**src/rtl/serial_bit_source.sv**
```systemverilog
// serial_bit_source
// Parallel-in/serial-out bit source feeding the 1-bit input of the "101"
// sequence detector. WIDTH-bit words arrive over a valid/ready handshake and
// leave one bit per enabled clock on a. A one-entry holding register lets
// consecutive words stream out with no idle cycle between them.
//
// Ports
//   clk        rising-edge clock
//   rst        asynchronous active-low reset (0 = reset)
//   din        parallel word
//   din_valid  din holds a word to transfer
//   din_ready  block can take a word this cycle (= hold register empty)
//   en         shift enable; 0 freezes the serializer
//   a          serial bit to the detector (IDLE_LEVEL when a_valid=0)
//   a_valid    a carries a data bit this cycle
//   a_last     a carries the final bit of a word
//   busy       shifter or holding register occupied
module serial_bit_source #(
    parameter int WIDTH      = 8,
    parameter bit MSB_FIRST  = 1'b1,
    parameter bit IDLE_LEVEL = 1'b0
) (
    input  logic             clk,
    input  logic             rst,
    input  logic [WIDTH-1:0] din,
    input  logic             din_valid,
    output logic             din_ready,
    input  logic             en,
    output logic             a,
    output logic             a_valid,
    output logic             a_last,
    output logic             busy
);

    localparam int             CW       = $clog2(WIDTH);
    localparam logic [CW-1:0]  LAST_IDX = CW'(WIDTH - 1);

    typedef enum logic [0:0] {
        ST_IDLE  = 1'b0,
        ST_SHIFT = 1'b1
    } state_t;

    state_t           state_r;
    logic [WIDTH-1:0] shift_r;
    logic [CW-1:0]    cnt_r;
    logic [WIDTH-1:0] hold_r;
    logic             hold_full_r;

    logic             accept_s;
    logic [WIDTH-1:0] shift_next_s;

    // Bit that goes out first from a word sitting in the shifter.
    function automatic logic head(input logic [WIDTH-1:0] w);
        return MSB_FIRST ? w[WIDTH-1] : w[0];
    endfunction

    // Shifter contents after the current head bit has been sent.
    function automatic logic [WIDTH-1:0] advance(input logic [WIDTH-1:0] w);
        return MSB_FIRST ? {w[WIDTH-2:0], 1'b0} : {1'b0, w[WIDTH-1:1]};
    endfunction

    // Ready only depends on the hold register, never on en or din_valid.
    assign din_ready    = !hold_full_r;
    assign accept_s     = din_valid && !hold_full_r;
    assign shift_next_s = advance(shift_r);

    // Serializer FSM: shifter, bit counter, holding register and registered outputs.
    always_ff @(posedge clk or negedge rst) begin
        if (!rst) begin
            state_r     <= ST_IDLE;
            shift_r     <= '0;
            cnt_r       <= '0;
            hold_r      <= '0;
            hold_full_r <= 1'b0;
            a           <= IDLE_LEVEL;
            a_valid     <= 1'b0;
            a_last      <= 1'b0;
            busy        <= 1'b0;
        end else begin
            case (state_r)
                ST_IDLE: begin
                    // Direct load ignores en: the first bit appears right after the accept edge.
                    if (accept_s) begin
                        state_r <= ST_SHIFT;
                        shift_r <= din;
                        cnt_r   <= '0;
                        a       <= head(din);
                        a_valid <= 1'b1;
                        a_last  <= 1'b0;
                        busy    <= 1'b1;
                    end else begin
                        a       <= IDLE_LEVEL;
                        a_valid <= 1'b0;
                        a_last  <= 1'b0;
                        busy    <= hold_full_r;
                    end
                end
                ST_SHIFT: begin
                    if (en) begin
                        if (cnt_r == LAST_IDX) begin
                            // Last bit done: refill from hold first, else from din, else go idle.
                            // din_ready=0 whenever hold is full, so no accept collides with the refill.
                            if (hold_full_r) begin
                                shift_r     <= hold_r;
                                hold_full_r <= 1'b0;
                                cnt_r       <= '0;
                                a           <= head(hold_r);
                                a_valid     <= 1'b1;
                                a_last      <= 1'b0;
                                busy        <= 1'b1;
                            end else if (accept_s) begin
                                shift_r <= din;
                                cnt_r   <= '0;
                                a       <= head(din);
                                a_valid <= 1'b1;
                                a_last  <= 1'b0;
                                busy    <= 1'b1;
                            end else begin
                                state_r <= ST_IDLE;
                                cnt_r   <= '0;
                                a       <= IDLE_LEVEL;
                                a_valid <= 1'b0;
                                a_last  <= 1'b0;
                                busy    <= 1'b0;
                            end
                        end else begin
                            shift_r <= shift_next_s;
                            cnt_r   <= cnt_r + CW'(1);
                            a       <= head(shift_next_s);
                            a_valid <= 1'b1;
                            a_last  <= (cnt_r == (LAST_IDX - CW'(1)));
                            busy    <= 1'b1;
                            if (accept_s) begin
                                hold_r      <= din;
                                hold_full_r <= 1'b1;
                            end else begin
                                hold_full_r <= hold_full_r;
                            end
                        end
                    end else begin
                        // Stall: outputs and count frozen, hold may still be filled.
                        busy <= 1'b1;
                        if (accept_s) begin
                            hold_r      <= din;
                            hold_full_r <= 1'b1;
                        end else begin
                            hold_full_r <= hold_full_r;
                        end
                    end
                end
                default: begin
                    state_r     <= ST_IDLE;
                    cnt_r       <= '0;
                    hold_full_r <= 1'b0;
                    a           <= IDLE_LEVEL;
                    a_valid     <= 1'b0;
                    a_last      <= 1'b0;
                    busy        <= 1'b0;
                end
            endcase
        end
    end

endmodule

```
**config.mk**
```make
export PLATFORM = sky130hd
export DESIGN_NAME = serial_bit_source
export DESIGN_NICKNAME = d
export VERILOG_FILES = /design/src/rtl/serial_bit_source.sv
export SDC_FILE = /design/constraint.sdc
export NUM_CORES = 1
export LEC_CHECK = 0
export CORE_MARGIN = 2
export CORE_UTILIZATION = 43
export DETAILED_ROUTE_END_ITERATION = 12
export PLACE_DENSITY_LB_ADDON = 0.08
export SLEW_MARGIN = 15
export SYNTH_ARGS = -nofsm -noshare
export SYNTH_HDL_FRONTEND = slang
export SYNTH_SLANG_ARGS = --single-unit
```
**constraint.sdc**
```tcl
create_clock -name clk -period 1.9 [get_ports clk]
set_clock_uncertainty 0.15 [all_clocks]
set_input_delay 0.19 -clock clk [delete_from_list [all_inputs] [get_ports clk]]
set_output_delay 0.19 -clock clk [all_outputs]
set_load 0.05 [all_outputs]
```
==> summary by stage, run 1 <==
Clocking
The CTS tree is done. After clock tree synthesis, the clock-pin slew on the worst setup and hold paths is 0.14 ns. Clock tree synthesis inserted a total of 3 buffers. The cell chosen for the clock root is clkbuf_4. The maximum clock path buffer count is 2. The clock drives 24 sinks. Clock latency on the worst-skew pair, taken at its later pin, is 0.32 ns. Buffers inserted to repair hold after CTS numbered 0.

In this run the number of H-tree levels came out at 1.

Timing
The clock period could shrink to 1.86 ns. The worst max-slew margin expressed relative to the limit is 0.666. For this run, the top clock speed supported by timing is 0.538 GHz. At the pin with the least slew margin, the transition time is 0.499 ns. Of the available clock period, the critical path in the final layout requires 0.978.

The final setup violation count is 0. The hold violation total from the final report is 0. For the final routed database, the setup TNS stands at 0 ns. The worst hold margin is 0.0619 ns. Setup repair after global routing could not meet its margin everywhere. The max-slew violation count was 0.

Floorplan
The floorplan step defined a die boundary enclosing 3840 um2. The area of the core region is 3280 um2. For this configuration, the core starts out at a cell density of 0.440.

The placement row count is 21. The die width is 62.0 um. The number of top-level design ports is 17.

The die is 62.0 um tall.

Pwr
The analysis attributes to cell leakage a power of 0.792 nW. The total chip power is 1.85 mW. Dividing total power by cell area gives a power density of 1020 nW/um2. The maximum ir drop on the vdd rail is 0.463 mV.

Yosys
The proportion of synthesized chip area in sequential cells is 0.416. The gate count after technology mapping is 143. The net count after synthesis is 159. The number of distinct library cells after synthesis is 30. The area of the mapped netlist is 1450 um2.

The synthesis-stage register bit count is 24. The average size of a mapped cell is 10.1 um2. The Yosys step of the flow raised 0 warnings.

Critical path
The capture point of the worst reg-to-reg path is hold_r[3]$_DFFE_PN0P_. The kind of launch point of the worst setup path is a flip-flop. The startpoint identified for the worst register-to-register timing path is cnt_r[1]$_DFFE_PN0P_.

The critical path data arrival time is 1.92 ns. The type of the worst setup path is reg -> reg. The type of destination of the critical path is a flip-flop. The setup check on the worst reg-to-reg path leaves a slack of 0.04 ns. Measured in cells, the most critical reg-to-reg path has a length of 6. The critical path required time is 1.96 ns.

The maximum net fanout on the critical path is 5.

Placed design
The detailed-placement wirelength estimate is 2480 um. The count of buffers added on input and output ports is 16. The area after detailed placement is 1750 um2. The final estimated routing congestion in global placement is 0.732.

Finish
The sequential cells in the finished layout cover a total of 601 um2. The layout filler cell count is 309. The area growth from synthesis to layout is 25.5%.

0 antenna diodes ended up in the layout. Once layout is done, the placed cells without fillers occupy 1810 um2. The layout net count is 185.

In the final layout, the share of cells above drive strength 1 is 0.220. The area of combinational cells with multiple inputs is 803 um2. The share of the core filled with cells in the final layout is 0.552. In the layout the commonest cells are dfrtp_1 (24), nor2b_1 (15), clkdlybuf4s50_1 (14), buf_4 (14), a211oi_1 (11). The commonest non-fill, non-tap cell in the layout is dfrtp_1.

Route
The via count normalized by instance count is 5.70. In the final routed layout, each cell accounts on average for 16.9 um. The number of antenna-violating nets in the routed design is 0. The detailed router's first-iteration violation count is 37.

In the routed design, unresolved DRC markers number 0. The routed layout has 1,219 vias. The total wirelength of the detailed-routed design is 3610 um. The total iterations of the first detailed-routing run is 4.

Job
The tool flagged a number of max-cap violations equal to 0.

Worst hold path
The path class of the tightest hold or removal check is in -> async.

GRT
Across every metal layer, demand over resource in global routing totals 0.212. The aggregate global routing overflow is 0. The number of global-route vias before repair is 1,247.

The initial antenna violation count is 0. Entering global routing, the biggest net connects 25 pins. The first-pass GRT wire length is 5920 um.

Run status
The run finished with clean final reports.
==> power by group <==
group | internal (mW) | switching, mW
clock | 0.117 | 0.161
combinational | 0.378 | 0.435
sequential | 0.655 | 0.107
total | 1.15 | 0.703
==> flip-flops by register name, indices dropped and copies added, names as in the netlist <==
| register | flops |
|---|---|
| hold_r | 8 |
| shift_r | 7 |
| cnt_r | 3 |
| a | 1 |
| a_last | 1 |
| a_valid | 1 |
| busy | 1 |
| hold_full_r | 1 |
| state_r | 1 |
==> worst max-delay path by stage <==
stage                                     from                    end  slack, ns  cells past startpoint
final                     cnt_r[1]$_DFFE_PN0P_  hold_r[3]$_DFFE_PN0P_       0.04                      6
after global routing      cnt_r[1]$_DFFE_PN0P_  hold_r[0]$_DFFE_PN0P_     -0.009                      6
after global placement    cnt_r[1]$_DFFE_PN0P_  hold_r[0]$_DFFE_PN0P_       0.08                      6
after CTS                 cnt_r[1]$_DFFE_PN0P_  hold_r[4]$_DFFE_PN0P_       0.03                      6
after detailed placement             din_valid  hold_r[4]$_DFFE_PN0P_       0.05                      5
after floorplan           cnt_r[0]$_DFFE_PN0P_  hold_r[0]$_DFFE_PN0P_      -0.03                      6
==> stage by stage <==
stage,setup slack [ns],instances
final,0.0424,214
after CTS,0.0301,213
after floorplan,-0.0258,143
after global placement,0.0826,209
after detailed placement,0.0476,209
after global routing,-0.00938,214
==> area by class of cell <==
type,instances,area share
clock buffer,4,0.0200
inverter,4,0.00828
multi-input combinational,104,0.443
sequential,24,0.331
tap,46,0.0317
timing repair buffer,32,0.166
==> cell usage after synthesis <==
| master | n | share of area |
|---|---|---|
| dfrtp_1 | 24 | 0.42 |
| nor2b_1 | 15 | 0.065 |
| a211oi_1 | 12 | 0.062 |
| mux2_2 | 10 | 0.078 |
| o21ai_0 | 10 | 0.035 |
| nand2_1 | 9 | 0.023 |
| and3b_1 | 6 | 0.036 |
| clkbuf_1 | 6 | 0.016 |
| nand3b_1 | 6 | 0.031 |
| nor4bb_1 | 6 | 0.042 |
| o31ai_1 | 6 | 0.031 |
| ha_1 | 4 | 0.035 |
| inv_1 | 4 | 0.010 |
| nand2b_1 | 4 | 0.017 |
| clkbuf_2 | 3 | 0.010 |
| buf_2 | 2 | 0.0069 |
| nor2_1 | 2 | 0.0052 |
| o22ai_1 | 2 | 0.0087 |
| a211o_1 | 1 | 0.0061 |
| a21boi_0 | 1 | 0.0052 |
| a21o_1 | 1 | 0.0052 |
| a21oi_1 | 1 | 0.0035 |
| a22o_1 | 1 | 0.0061 |
| a311o_1 | 1 | 0.0069 |
| a32oi_1 | 1 | 0.0061 |
| nand2_2 | 1 | 0.0043 |
| nand4b_1 | 1 | 0.0061 |
| nor3_1 | 1 | 0.0035 |
| nor3b_4 | 1 | 0.013 |
| o221ai_1 | 1 | 0.0061 |
==> worst max-delay path, cell delays in order (launching register included) <==
cell and delay, ns:
dfrtp_1 0.42, ha_2 0.19, ha_2 0.19, nand2_4 0.08
nor3b_4 0.23, buf_6 0.16, mux2_2 0.33
==> layer usage <==
metal	up-vias	global-route usage	share of wire
met5	-	0	0
met4	0	0.0638	0.010
met3	4	0.0311	0.029
met2	28	0.363	0.49
met1	605	0.276	0.47
li1	582	-	-
==> timing repair <==
action,4_1_cts,5_1_grt
endpoints found under the setup margin,0,14
resized for setup,0,6
setup buffers,0,1
==> kinds of logic (layout without fill, tap and decap cells) <==
kind of cell / after synthesis / after routing / synth area share
buf+inv: 15 / 40 / 0.0433
flops: 24 / 24 / 0.416
mux: 10 / 10 / 0.0779
compound gates: 38 / 38 / 0.182
simple gates: 52 / 52 / 0.247
fa+ha+maj: 4 / 4 / 0.0346
No activity file was read; power rests on OpenSTA's default activity.
==> run 2, diff against run 1 <==
Settings changed: SLEW_MARGIN 15 to unset.
==> results of run 2 <==
The final DEF is identical to that of run 1; final timing and power are the same.
==> run 3, diff against run 2 <==
Settings changed: CORE_ASPECT_RATIO set to 1.2.
==> run 3 against run 2 <==
Against the previous run: first-iteration DRC count increased by 22%; critical path depth stayed put; fmax increased by 2.0%; total power rose by 6.8%; non-clock buffer count is 1 higher; largest power group unchanged; hold slack better by 0.062 ns; combinational power rose by 6.3%; die area is essentially flat; sequential power hardly changed; sequential cell count unchanged; register-to-register slack better by 0.04 ns; count of clock-buffer cells in the layout did not move; critical endpoint is now hold_r[1]$_DFFE_PN0P_.
==> summary by stage, run 3 (synthesis gave the netlist of run 1 again) <==
Critical path
STA classifies the critical path startpoint as a flip-flop. The worst setup path is captured at a flip-flop. For the worst setup path, the data arrival time is 1.83 ns. The worst register-to-register path ends at hold_r[1]$_DFFE_PN0P_.

The maximum net fanout on the critical path is 5. In this run the critical register-to-register path is launched from cnt_r[1]$_DFFE_PN0P_. The number of cells on the worst reg-to-reg path is 6. The critical path required time is 1.91 ns. The register-to-register setup slack is 0.08 ns.

The critical path is of the reg -> reg type.

GRT
After global routing the overflow that remains totals 0. The maximum number of pins on one net before global-route repair is 25. The initial antenna violation count is 0. The number of global-route vias before repair is 1,267. The all-layer global routing usage is 0.217. The first global-routing pass estimated 6270 um of wire.

Pwr
The leakage dissipation is 0.787 nW. In this run the power density over the cells is 1080 nW/um2. The maximum ir drop on the vdd rail is 0.747 mV.

Finish
After routing the design area is 1830 um2. The register with the highest flop count is hold_r. The relative area change from synthesis to final layout is 26.8%. The commonest non-fill, non-tap cell in the layout is dfrtp_1.

Once layout is complete, the utilization of the core stands at 0.559. The final layout contains 186 nets. 0 antenna diodes ended up in the layout. The filler cells instantiated in the layout total 293. Leaving out fill and tap cells, the most frequent cells in the layout are dfrtp_1 (24), buf_4 (16), nor2b_1 (15), clkdlybuf4s50_1 (15), a211oi_1 (12). The largest registers in the layout are hold_r: 8 flops, shift_r: 7 flops, cnt_r: 3 flops.

In the final layout, the multi-input gates occupy 823 um2. The flip-flop count of the largest register after layout is 8. Of the cells placed in the final design, the portion with a size suffix greater than 1 is 0.219. The sequential cell area in the final layout is 601 um2.

Run status
The flow ran to the end, and the final reports show no timing, DRC or antenna violations.

Floorplan
The floorplan step set the die width to 56.9 um. From bottom edge to top edge, the die measures 67.5 um. For this configuration, the core starts out at a cell density of 0.441. 17 I/O pins were placed. In this run the core area contains 23 standard-cell rows. The area of the core region is 3280 um2. The floorplan step defined a die boundary enclosing 3840 um2.

Placed design
The pre-CTS setup slack is 0.0494 ns. The number of I/O port buffers is 16. The detailed-placement wirelength estimate is 2560 um.

At the end of routability-driven placement, the weighted congestion stood at 0.776. After detailed placement, the total cell area comes to 1720 um2.

Timing
Setup slack closes at 0.0793 ns. Derived from the worst setup path, the maximum achievable clock frequency is 0.549 GHz. Setup repair after global routing could not meet its margin everywhere. Measured against its own limit, the worst slew margin works out to 0.669. In the finished design, the share of the clock period the worst path needs comes to 0.958. For the pin with the worst max-slew slack, the measured transition is 0.494 ns. The hold violation total from the final report is 0. The max-slew violation count is 0. The shortest period the worst path allows is 1.82 ns. For the final routed database, the setup TNS stands at 0 ns. Setup violations remaining at the end of the flow were counted as 0.

Route
The pre-antenna-repair detailed-routing pass consisted of 4 iterations. The detailed router's first-iteration violation count is 45. Summing over every cut layer, the via total after detailed routing is 1,226.

Using the TritonRoute via totals, the vias-per-cell ratio works out to 5.95. Dividing the detail-routed wire length by the instance count gives 18.2 um. After detailed routing, the number of remaining DRC violations is 0.

The total wirelength of the detailed-routed design is 3740 um. The detail route stage leaves a number of antenna-violating nets equal to 0.

Clocking
The cell chosen for the clock root is clkbuf_8. The CTS tree is done. The hold buffer count at CTS is 0. The number of clock buffers added by TritonCTS is 3. The count of clock tree sinks is 24.

Clock-pin slew was measured on the worst setup and hold paths at 0.09 ns. The maximum level of the CTS H-tree is 1. The maximum clock path buffer count is 2.

The worst-skew pair later-pin latency is 0.27 ns.

Job
Across the run, the number of max-cap violations was 0.

Worst hold path
The tightest min-delay check is of the in -> async type.
[run 3: repair_timing]
item                                   CTS  global route
gates resized for setup                  0             9
setup buffers                            0             2
endpoints found under the hold margin    0             0
setup endpoints to repair                0            13
[run 3: per-layer routing]
layer / up-vias / part of all wire / GRT usage
met2: 30 / 0.49 / 0.362
li1: 580 / - / -
met1: 610 / 0.45 / 0.284
met4: 0 / 0.015 / 0.0959
met3: 6 / 0.036 / 0.0287
met5: - / 0 / 0
[run 3: layout make-up]
cell class | count | share of cell area
Clock buffer | 4 | 0.0300
Timing Repair Buffer | 33 | 0.160
Tap cell | 37 | 0.0253
Inverter | 4 | 0.00819
Sequential cell | 24 | 0.328
Multi-Input combinational cell | 104 | 0.449
[run 3: stage by stage]
stage	power, mW	hold WS (ns)	instances
floorplan	1.28	-0.256	143
global placement	1.53	0.330	200
detailed placement	1.57	0.337	200
CTS	1.93	0.134	204
global route	2.12	0.166	206
finish	1.98	0.123	206
[run 3: where the power goes]
part / internal [mW] / switching (mW)
clock: 0.185 / 0.166
combinational: 0.404 / 0.459
sequential: 0.656 / 0.109
total: 1.25 / 0.734
[run 3: how the worst max path moves through the flow]
stage / startpoint / end / slack [ns] / cells past startpoint
floorplan: cnt_r[0]$_DFFE_PN0P_ / hold_r[0]$_DFFE_PN0P_ / -0.03 / 6
global placement: cnt_r[1]$_DFFE_PN0P_ / shift_r[6]$_DFFE_PN0P_ / 0.09 / 6
detailed placement: cnt_r[0]$_DFFE_PN0P_ / shift_r[3]$_DFFE_PN0P_ / 0.05 / 6
CTS: cnt_r[0]$_DFFE_PN0P_ / shift_r[3]$_DFFE_PN0P_ / 0.03 / 6
global route: cnt_r[1]$_DFFE_PN0P_ / hold_r[1]$_DFFE_PN0P_ / -0.009 / 6
finish: cnt_r[1]$_DFFE_PN0P_ / hold_r[1]$_DFFE_PN0P_ / 0.08 / 6
[run 3: critical path, cell delays in order (launching register included)]
cell and delay, ns:
dfrtp_1 0.41, ha_2 0.22, ha_4 0.17, nand2_4 0.06, nor3b_4 0.23, buf_6 0.17, mux2_4 0.30
